File: src/rtl/instr_sequencer.sv
// rtl/instr_sequencer.sv - program RAM, PC and run FSM issuing held instruction slots to the CPU
// Optional feature: define SEQ_LOOP_EN to let loop_en wrap the program back to address 0.
module instr_sequencer #(
  parameter int                     INSTR_WIDTH = 20,
  parameter int                     PROG_ABITS  = 4,
  parameter int                     HOLD_CYCLES = 2,
  parameter logic [INSTR_WIDTH-1:0] NOP_WORD    = '0
) (
  input  logic                   clk,
  input  logic                   rst,
  input  logic                   load_en,
  input  logic [PROG_ABITS-1:0]  load_addr,
  input  logic [INSTR_WIDTH-1:0] load_data,
  input  logic [PROG_ABITS:0]    prog_len,
  input  logic                   start,
  input  logic                   stop,
  input  logic                   loop_en,
  output logic [INSTR_WIDTH-1:0] instruction,
  output logic                   instr_valid,
  output logic [PROG_ABITS-1:0]  pc,
  output logic                   busy,
  output logic                   done
);

  localparam logic [1:0] ST_IDLE  = 2'd0;
  localparam logic [1:0] ST_ISSUE = 2'd1;
  localparam logic [1:0] ST_DONE  = 2'd2;

  localparam int              HW        = (HOLD_CYCLES > 1) ? $clog2(HOLD_CYCLES) : 1;
  localparam logic [HW-1:0]   HOLD_LAST = HW'(HOLD_CYCLES - 1);
  localparam int              LW        = PROG_ABITS + 1;

  logic [INSTR_WIDTH-1:0] mem [2**PROG_ABITS];

  logic [1:0]             state_q, state_d;
  logic [INSTR_WIDTH-1:0] instr_q, instr_d;
  logic                   valid_q, valid_d;
  logic [PROG_ABITS-1:0]  pc_q, pc_d;
  logic                   busy_q, busy_d;
  logic                   done_q, done_d;
  logic [HW-1:0]          hold_q, hold_d;
  logic [LW-1:0]          len_q, len_d;

  logic                   ram_we;
  logic [INSTR_WIDTH-1:0] word0;
  logic [PROG_ABITS-1:0]  pc_next;
  logic                   last_slot;
  logic                   last_instr;
  logic                   wrap;

  // RAM writes are only accepted while idle; a same-cycle write to address 0 is forwarded to the first slot.
  assign ram_we     = (state_q == ST_IDLE) && load_en;
  assign word0      = (ram_we && (load_addr == '0)) ? load_data : mem[0];
  assign pc_next    = pc_q + PROG_ABITS'(1);
  assign last_slot  = (hold_q == HOLD_LAST);
  assign last_instr = ({1'b0, pc_q} == (len_q - LW'(1)));

`ifdef SEQ_LOOP_EN
  assign wrap = loop_en;
`else
  logic unused_loop_en;
  assign unused_loop_en = loop_en;
  assign wrap           = 1'b0;
`endif

  always_ff @(posedge clk) begin
    if (ram_we) begin
      mem[load_addr] <= load_data;
    end
  end

  always_comb begin
    state_d = state_q;
    instr_d = instr_q;
    valid_d = valid_q;
    pc_d    = pc_q;
    busy_d  = busy_q;
    done_d  = 1'b0;
    hold_d  = hold_q;
    len_d   = len_q;

    case (state_q)
      ST_IDLE: begin
        if (start) begin
          if (prog_len == '0) begin
            state_d = ST_DONE;
            done_d  = 1'b1;
          end else begin
            state_d = ST_ISSUE;
            len_d   = prog_len;
            pc_d    = '0;
            instr_d = word0;
            valid_d = 1'b1;
            busy_d  = 1'b1;
            hold_d  = '0;
          end
        end
      end

      ST_ISSUE: begin
        if (stop) begin
          state_d = ST_IDLE;
          instr_d = NOP_WORD;
          valid_d = 1'b0;
          busy_d  = 1'b0;
          pc_d    = '0;
          hold_d  = '0;
        end else if (last_slot) begin
          hold_d = '0;
          if (last_instr) begin
            if (wrap) begin
              pc_d    = '0;
              instr_d = mem[0];
            end else begin
              state_d = ST_DONE;
              instr_d = NOP_WORD;
              valid_d = 1'b0;
              busy_d  = 1'b0;
              done_d  = 1'b1;
              pc_d    = '0;
            end
          end else begin
            pc_d    = pc_next;
            instr_d = mem[pc_next];
          end
        end else begin
          hold_d = hold_q + HW'(1);
        end
      end

      ST_DONE: begin
        state_d = ST_IDLE;
      end

      default: begin
        state_d = ST_IDLE;
        instr_d = NOP_WORD;
        valid_d = 1'b0;
        busy_d  = 1'b0;
        pc_d    = '0;
        hold_d  = '0;
      end
    endcase
  end

  always_ff @(posedge clk or negedge rst) begin
    if (!rst) begin
      state_q <= ST_IDLE;
      instr_q <= NOP_WORD;
      valid_q <= 1'b0;
      pc_q    <= '0;
      busy_q  <= 1'b0;
      done_q  <= 1'b0;
      hold_q  <= '0;
      len_q   <= '0;
    end else begin
      state_q <= state_d;
      instr_q <= instr_d;
      valid_q <= valid_d;
      pc_q    <= pc_d;
      busy_q  <= busy_d;
      done_q  <= done_d;
      hold_q  <= hold_d;
      len_q   <= len_d;
    end
  end

  assign instruction = instr_q;
  assign instr_valid = valid_q;
  assign pc          = pc_q;
  assign busy        = busy_q;
  assign done        = done_q;

endmodule

File: config.mk
export PLATFORM = sky130hd
export DESIGN_NAME = instr_sequencer
export DESIGN_NICKNAME = d
export VERILOG_FILES = /design/src/rtl/instr_sequencer.sv
export SDC_FILE = /design/constraint.sdc
export NUM_CORES = 1
export LEC_CHECK = 0
export ABC_CLOCK_PERIOD_IN_PS = 2310
export BUFFER_PORTS_ARGS = -buffer_cell sky130_fd_sc_hd__buf_2
export CELL_PAD_IN_SITES_DETAIL_PLACEMENT = 1
export CELL_PAD_IN_SITES_GLOBAL_PLACEMENT = 2
export CORE_ASPECT_RATIO = 1.1
export CORE_MARGIN = 1.5
export CORE_UTILIZATION = 43
export DETAILED_ROUTE_END_ITERATION = 12
export GPL_ROUTABILITY_DRIVEN = 0
export PLACE_DENSITY_LB_ADDON = 0.3
export SLEW_MARGIN = 10
export SYNTH_ARGS = -nofsm -noshare
export SYNTH_HDL_FRONTEND = slang
export SYNTH_SLANG_ARGS = --single-unit
File: constraint.sdc
create_clock -name clk -period 2.31 [get_ports clk]
set_clock_uncertainty 0.15 [all_clocks]
set_input_delay 0.1155 -clock clk [delete_from_list [all_inputs] [get_ports clk]]
set_output_delay 0.1155 -clock clk [all_outputs]
set_load 0.01 [all_outputs]
; ---- Yosys cells after proc, flatten, opt, wreduce, memory -nomap -nowiden
; Memories as Yosys holds them, arrays and structs flattened.
; Cells that the tools add are included.
[classes]
n_addsub = 3
eq_ne = 7
muxes = 38
bitwise_logic = 2
reduce_logical = 10
[op_table]
columns = operator, n
row1 = two-way mux 20 bit, 6
row2 = case mux 20 bit (3 select lines), 1
row3 = two-way mux 4 bit, 5
row4 = two-way mux 1 bit, 16
row5 = case mux 4 bit (3 select lines), 1
row6 = two-way mux 2 bit, 5
row7 = AND reduction 3 bit, 3
row8 = inequality test 3 bit (second input constant), 2
row9 = case mux 1 bit (3 select lines), 2
row10 = == test 4 x 5 -> 1 bit, 1
row11 = logical NOT 5 bit, 1
row12 = AND reduction 5 bit, 1
row13 = subtractor 5 x 1 -> 5 bit (second input constant), 1
row14 = adder 4 x 1 -> 4 bit (second input constant), 1
row15 = logical NOT 4 bit, 1
row16 = inequality test 2 bit (second input constant), 2
row17 = case mux 2 bit (2 select lines), 1
row18 = AND reduction 4 bit, 1
row19 = == test 2 x 1 -> 1 bit (second input constant), 1
row20 = == test 2 bit (second input constant), 1
row21 = logical AND 1 bit, 2
row22 = logical NOT 2 bit, 1
row23 = inverter 1 bit, 2
row24 = case mux 1 bit (2 select lines), 1
row25 = adder 1 bit (second input constant), 1
[totals]
regBits = 34
mem_bits_rw = 320
input_bits = 35
output_inout_bits = 27
wordCells = 68
n_memories = 1
[memory_table]
columns = memory, depth, width, rd, rd_ports_with_merged_regs, write_ports, line_no
row1 = mem, 16, 20, 2, 0, 1, 33  ; logic [INSTR_WIDTH-1:0] mem [2**PROG_ABITS];

; ---- Longest topological paths before layout
[depth]
ltp_word = 7
mapped_depth = 8
mapped_depth_nobuf = 7

; ---- Worst setup path before layout
; Ideal clock, no wire load.
[synth_timing]
kind = reg2reg
from = register pc_q[1], in the netlist pc[1]
to = register instr_q[19], in the netlist instruction[19]
setup_ns = 0.126
arrival_time_ns = 2.316
t_required_ns = 2.034
slack_ns = -0.282
path_stages_with_launch = 9
n_path_buf = 3
period_less_slack_ns = 2.592
path_cell_list = dfrtp_1 ha_1 buf_2 buf_2 buf_1 mux4_2 mux2i_1 a21oi_1 a221o_1
[synth_via]
elab_chain_len = 6
elab_cells_between_ends = 7
cone_classes = add/sub: 1 / eq/ne: 1 / mux: 4 / memory: 1
[synth_rtl]
columns = element, line_no
row1 = start: declaration, 38  ; logic [PROG_ABITS-1:0] pc_q, pc_d;
row2 = start signal: assignment, 160  ; pc_q <= pc_d;
row3 = adder 4 x 1 -> 4 bit, 54  ; assign pc_next = pc_q + PROG_ABITS'(1);
row4 = memory (16 x 20 bit), -
row5 = two-way mux 20 bit (*), 110  ; if (last_instr) begin
row6 = two-way mux 20 bit (*), 108  ; end else if (last_slot) begin
row7 = two-way mux 20 bit (*), 101  ; if (stop) begin
row8 = case mux 20 bit (3 select lines) (*), 82  ; case (state_q)
row9 = end signal: assignment, 158  ; instr_q <= instr_d;
row10 = end: declaration, 36  ; logic [INSTR_WIDTH-1:0] instr_q, instr_d;
; Every way passes the cells marked *; elsewhere a longest branch is shown, timed or not. The select of a mux whose other input is x is not followed.
; A chain may end at the register's enable or synchronous reset.

; ---- Final worst setup path
[layout_timing]
from = register pc_q[0], in the netlist pc[0]
to = register instr_q[4], in the netlist instruction[4]
; Same word-level chain as after synthesis.

==> results.yml <==
logic_synthesis:
  ys_ff_latch: 354
  netlist_instances: 700
  synthesis.area_um2: 14200
  synthMuxAreaShare_pct: 15.9
  synth.net_count: 737
  yosys.area_share.simple_pct: 3.54
  synth_fa_ha_area_share_pct: 0.176
  ys.flop_type: "edfxtp_1"
  synth_xor_area_share_pct: 0.432
  yosys-top-cells-area: "edfxtp_1, mux4_2, dfrtp_1"
  synth.top_cell.area_share_pct: 67.7
  synth_top_area_cell: "edfxtp_1"
  yosysUniqueCellTypes: 45
  synth_top_family_by_area: "multiplexers"
  yosys_warnings: 0
  synth_edf_count: 320
  async_flop_share_pct: 9.60
  yosysSeqAreaShare_pct: 73.7
  avgSynthCellArea_um2: 20.3
  synth_compound_area_share_pct: 4.35
pwr:
  p_leak_uw: 0.00603
  p_total_uw: 15000
  power_density_nw_per_um2: 843
  ir_worst_vdd_mv: 0.533
setup_path:
  endpoint_kind: "flip-flop"
  arrival_ps: 2730
  slowest_stage: "dfrtp_4"
  path_common_cell: "buf_8"
  slowest_delay_ps: 510
  critPathKind: "reg2reg"
  startpoint_type: "flip-flop"
  path_buf_inv: 4
  worst_ep_required_time_ps: 2560
  critical_path.top_delay_family: "flip-flops"
  cp_cell_sequence: "ha_4 -> buf_6 -> buf_12 -> buf_8 -> buf_8 -> mux4_2 -> mux2i_1 -> a21oi_1 -> a221o_1"
  cp_max_fo: 7
drt:
  drc_errors: 0
  drtIter0Drc: 637
  routedWlPerCell_um: 27.1
  ant_nets: 0
  vias_per_cell: 5.68
  firstDrtPassIters: 5
  vias: 7587
  drt-total-wl_um: 36200
cells_and_area:
  fillers: 2897
  nets: 921
  area_growth_syn_to_layout_pct: 25.2
  antenna_cells: 0
  drive_gt1_share_pct: 40.0
  stdcell_area_um2: 17800
floorplan:
  fp.dieW_um: 176
  fp.dieArea_um2: 34100
  initial_core_util_pct: 43.8
  ios: 62
  chipHeight_um: 194
  rows: 69
  core_area_um2: 32400
cts:
  cts_buffer_depth: 3
  clk_latency_ps: 520
  numCtsBuffers: 36
  cts_tree: "done"
  cts_root_buf: "clkbuf_16"
  path_clk_slew_ps: 60
  h-tree-depth: 2
  clkSinkCount: 354
sta:
  min_period_over_period_pct: 107
  setup_viol: 20
  worst_pin_slew_ps: 594
  hold_violations: 0
  max_slew_margin_pct: 60.0
  fin_tns_setup_ps: -2080
  whs_ps: 169
  rsz0062_at_grt: "true"
  slew_viol_final: 0
  clock.fmax_ghz: 0.404
  finalCriticalPeriod_ps: 2480
  setup_ws_ps: -166
placement:
  dpl.hpwl_um: 21500
  placed_area_um2: 15800
  pre_cts_slack_ps: -238
  io_buffers: 60
global_route:
  grt_max_degree: 27
  grt_pass1_wl_um: 54500
  grt_usage_pct: 21.9
  gr-total-overflow: 0
  grt_pass1_vias: 8358
  antenna_found_initial: 0
hold_path:
  hold_path.class: "in2reg"
status:
  status: "complete, but fails checks"
  failed_checks: "negative setup slack"
flow_run:
  max_cap_violations: 0
## Yosys cell counts, types with 2 or more instances
library cell	n
a211oi_1	19
a21o_1	3
a21oi_1	22
a221o_1	20
and2b_1	3
buf_1	2
buf_12	3
buf_2	13
buf_4	4
buf_6	3
clkbuf_1	15
dfrtp_1	34
edfxtp_1	320
ha_1	2
inv_1	3
mux2_2	23
mux2i_1	20
mux4_2	80
nand2_1	9
nand2b_1	5
nor2_1	20
nor2b_1	40
o21ai_0	8
o22ai_1	2
o31ai_1	2
xnor2_1	6
## worst paths after layout
path / startpoint / cells past startpoint / slack [ps] / end
max: pc[0]$_DFFE_PN0P_ / 9 / -170 / instruction[4]$_DFFE_PN0P_
min: load_addr[3] / 4 / 170 / mem[12][4]$_DFFE_PP_
max reg2reg: pc[0]$_DFFE_PN0P_ / 9 / -170 / instruction[4]$_DFFE_PN0P_
min reg2reg: busy$_DFFE_PN0P_ / 1 / 380 / busy$_DFFE_PN0P_
max in group asynchronous: rst / 4 / 350 / instruction[6]$_DFFE_PN0P_
min in group asynchronous: rst / 3 / 510 / len_q[4]$_DFFE_PN0P_
## what timing repair did
action | CTS | global route
cloned | 5 | 1
setup buffers | 8 | 8
pin swaps | 13 | 35
resized for setup | 30 | 24
endpoints found under the setup margin | 21 | 22
endpoints found under the hold margin | 366 | 0
hold buffers | 30 | 0
## sequential cells by signal (all words and copies together), names as in the netlist
name         cells
busy             1
state_q          2
pc               4
mem            320
instruction     20
done             1
hold_q           1
len_q            5
## metal layers
layer	track usage, %	part of all wire (%)	up-vias
li1	-	-	3259
met1	29.4	42	4094
met2	36.6	51	175
met3	3.68	4.4	59
met4	6.71	2.1	0
met5	0	0	-
## stage by stage
step,util (%),cells
detailed placement,48.8,1220
global route,54.9,1335
CTS,54.3,1326
finish,54.9,1335
global placement,48.8,1220
floorplan,-,700
## cell usage in the layout, fill, tap and decap left out, drive strengths merged, types with 2 or more instances in the layout
| master | n |
|---|---|
| clkinv | 17 |
| mux2 | 23 |
| inv | 3 |
| a21o | 3 |
| edfxtp | 320 |
| mux2i | 20 |
| bufinv | 2 |
| nand2b | 5 |
| xnor2 | 6 |
| clkbuf | 44 |
| dlygate4sd3 | 30 |
| nand2 | 9 |
| mux4 | 80 |
| and2b | 3 |
| dfrtp | 34 |
| o22ai | 2 |
| o21ai | 8 |
| bufbuf | 2 |
| buf | 153 |
| nor2b | 40 |
| ha | 2 |
| a21oi | 22 |
| nor2 | 21 |
| a211oi | 20 |
| a221o | 20 |
| o31ai | 2 |
## worst reg2reg max path, cell delays in order (launching register included)
cell and delay [ps]:
dfrtp_4 510, ha_4 330, buf_6 110, buf_12 120, buf_8 140, buf_8 130, mux4_2 300, mux2i_1 150
a21oi_1 90, a221o_1 330
## logic make-up (layout without fill, tap and decap cells)
logic type	Yosys count	in the layout
and+or+nand+nor	89	89
muxes	123	123
buffers and inverters	43	252
xor gates and xnor gates	7	7
adders and majority gates	2	2
AOI/OAI and AO/OA	82	82
DFF	354	354
## layout make-up
class | count | area [µm²] | area share [%]
Multi-Input combinational cell | 303 | 3700 | 20.8
Clock buffer | 43 | 958 | 5.40
Timing Repair Buffer | 186 | 1950 | 11.0
Sequential cell | 354 | 10500 | 58.9
Inverter | 3 | 11.3 | 0.0634
Tap cell | 426 | 533 | 3.00
Clock inverter | 20 | 145 | 0.817
## power by group
part	leakage (µW)	switching, µW	total, µW	internal [µW]
clock network	0.000543	2370	5550	3180
logic	0.00217	1010	2150	1140
registers	0.00332	124	7290	7160
No activity file was read; power rests on OpenSTA's default activity.
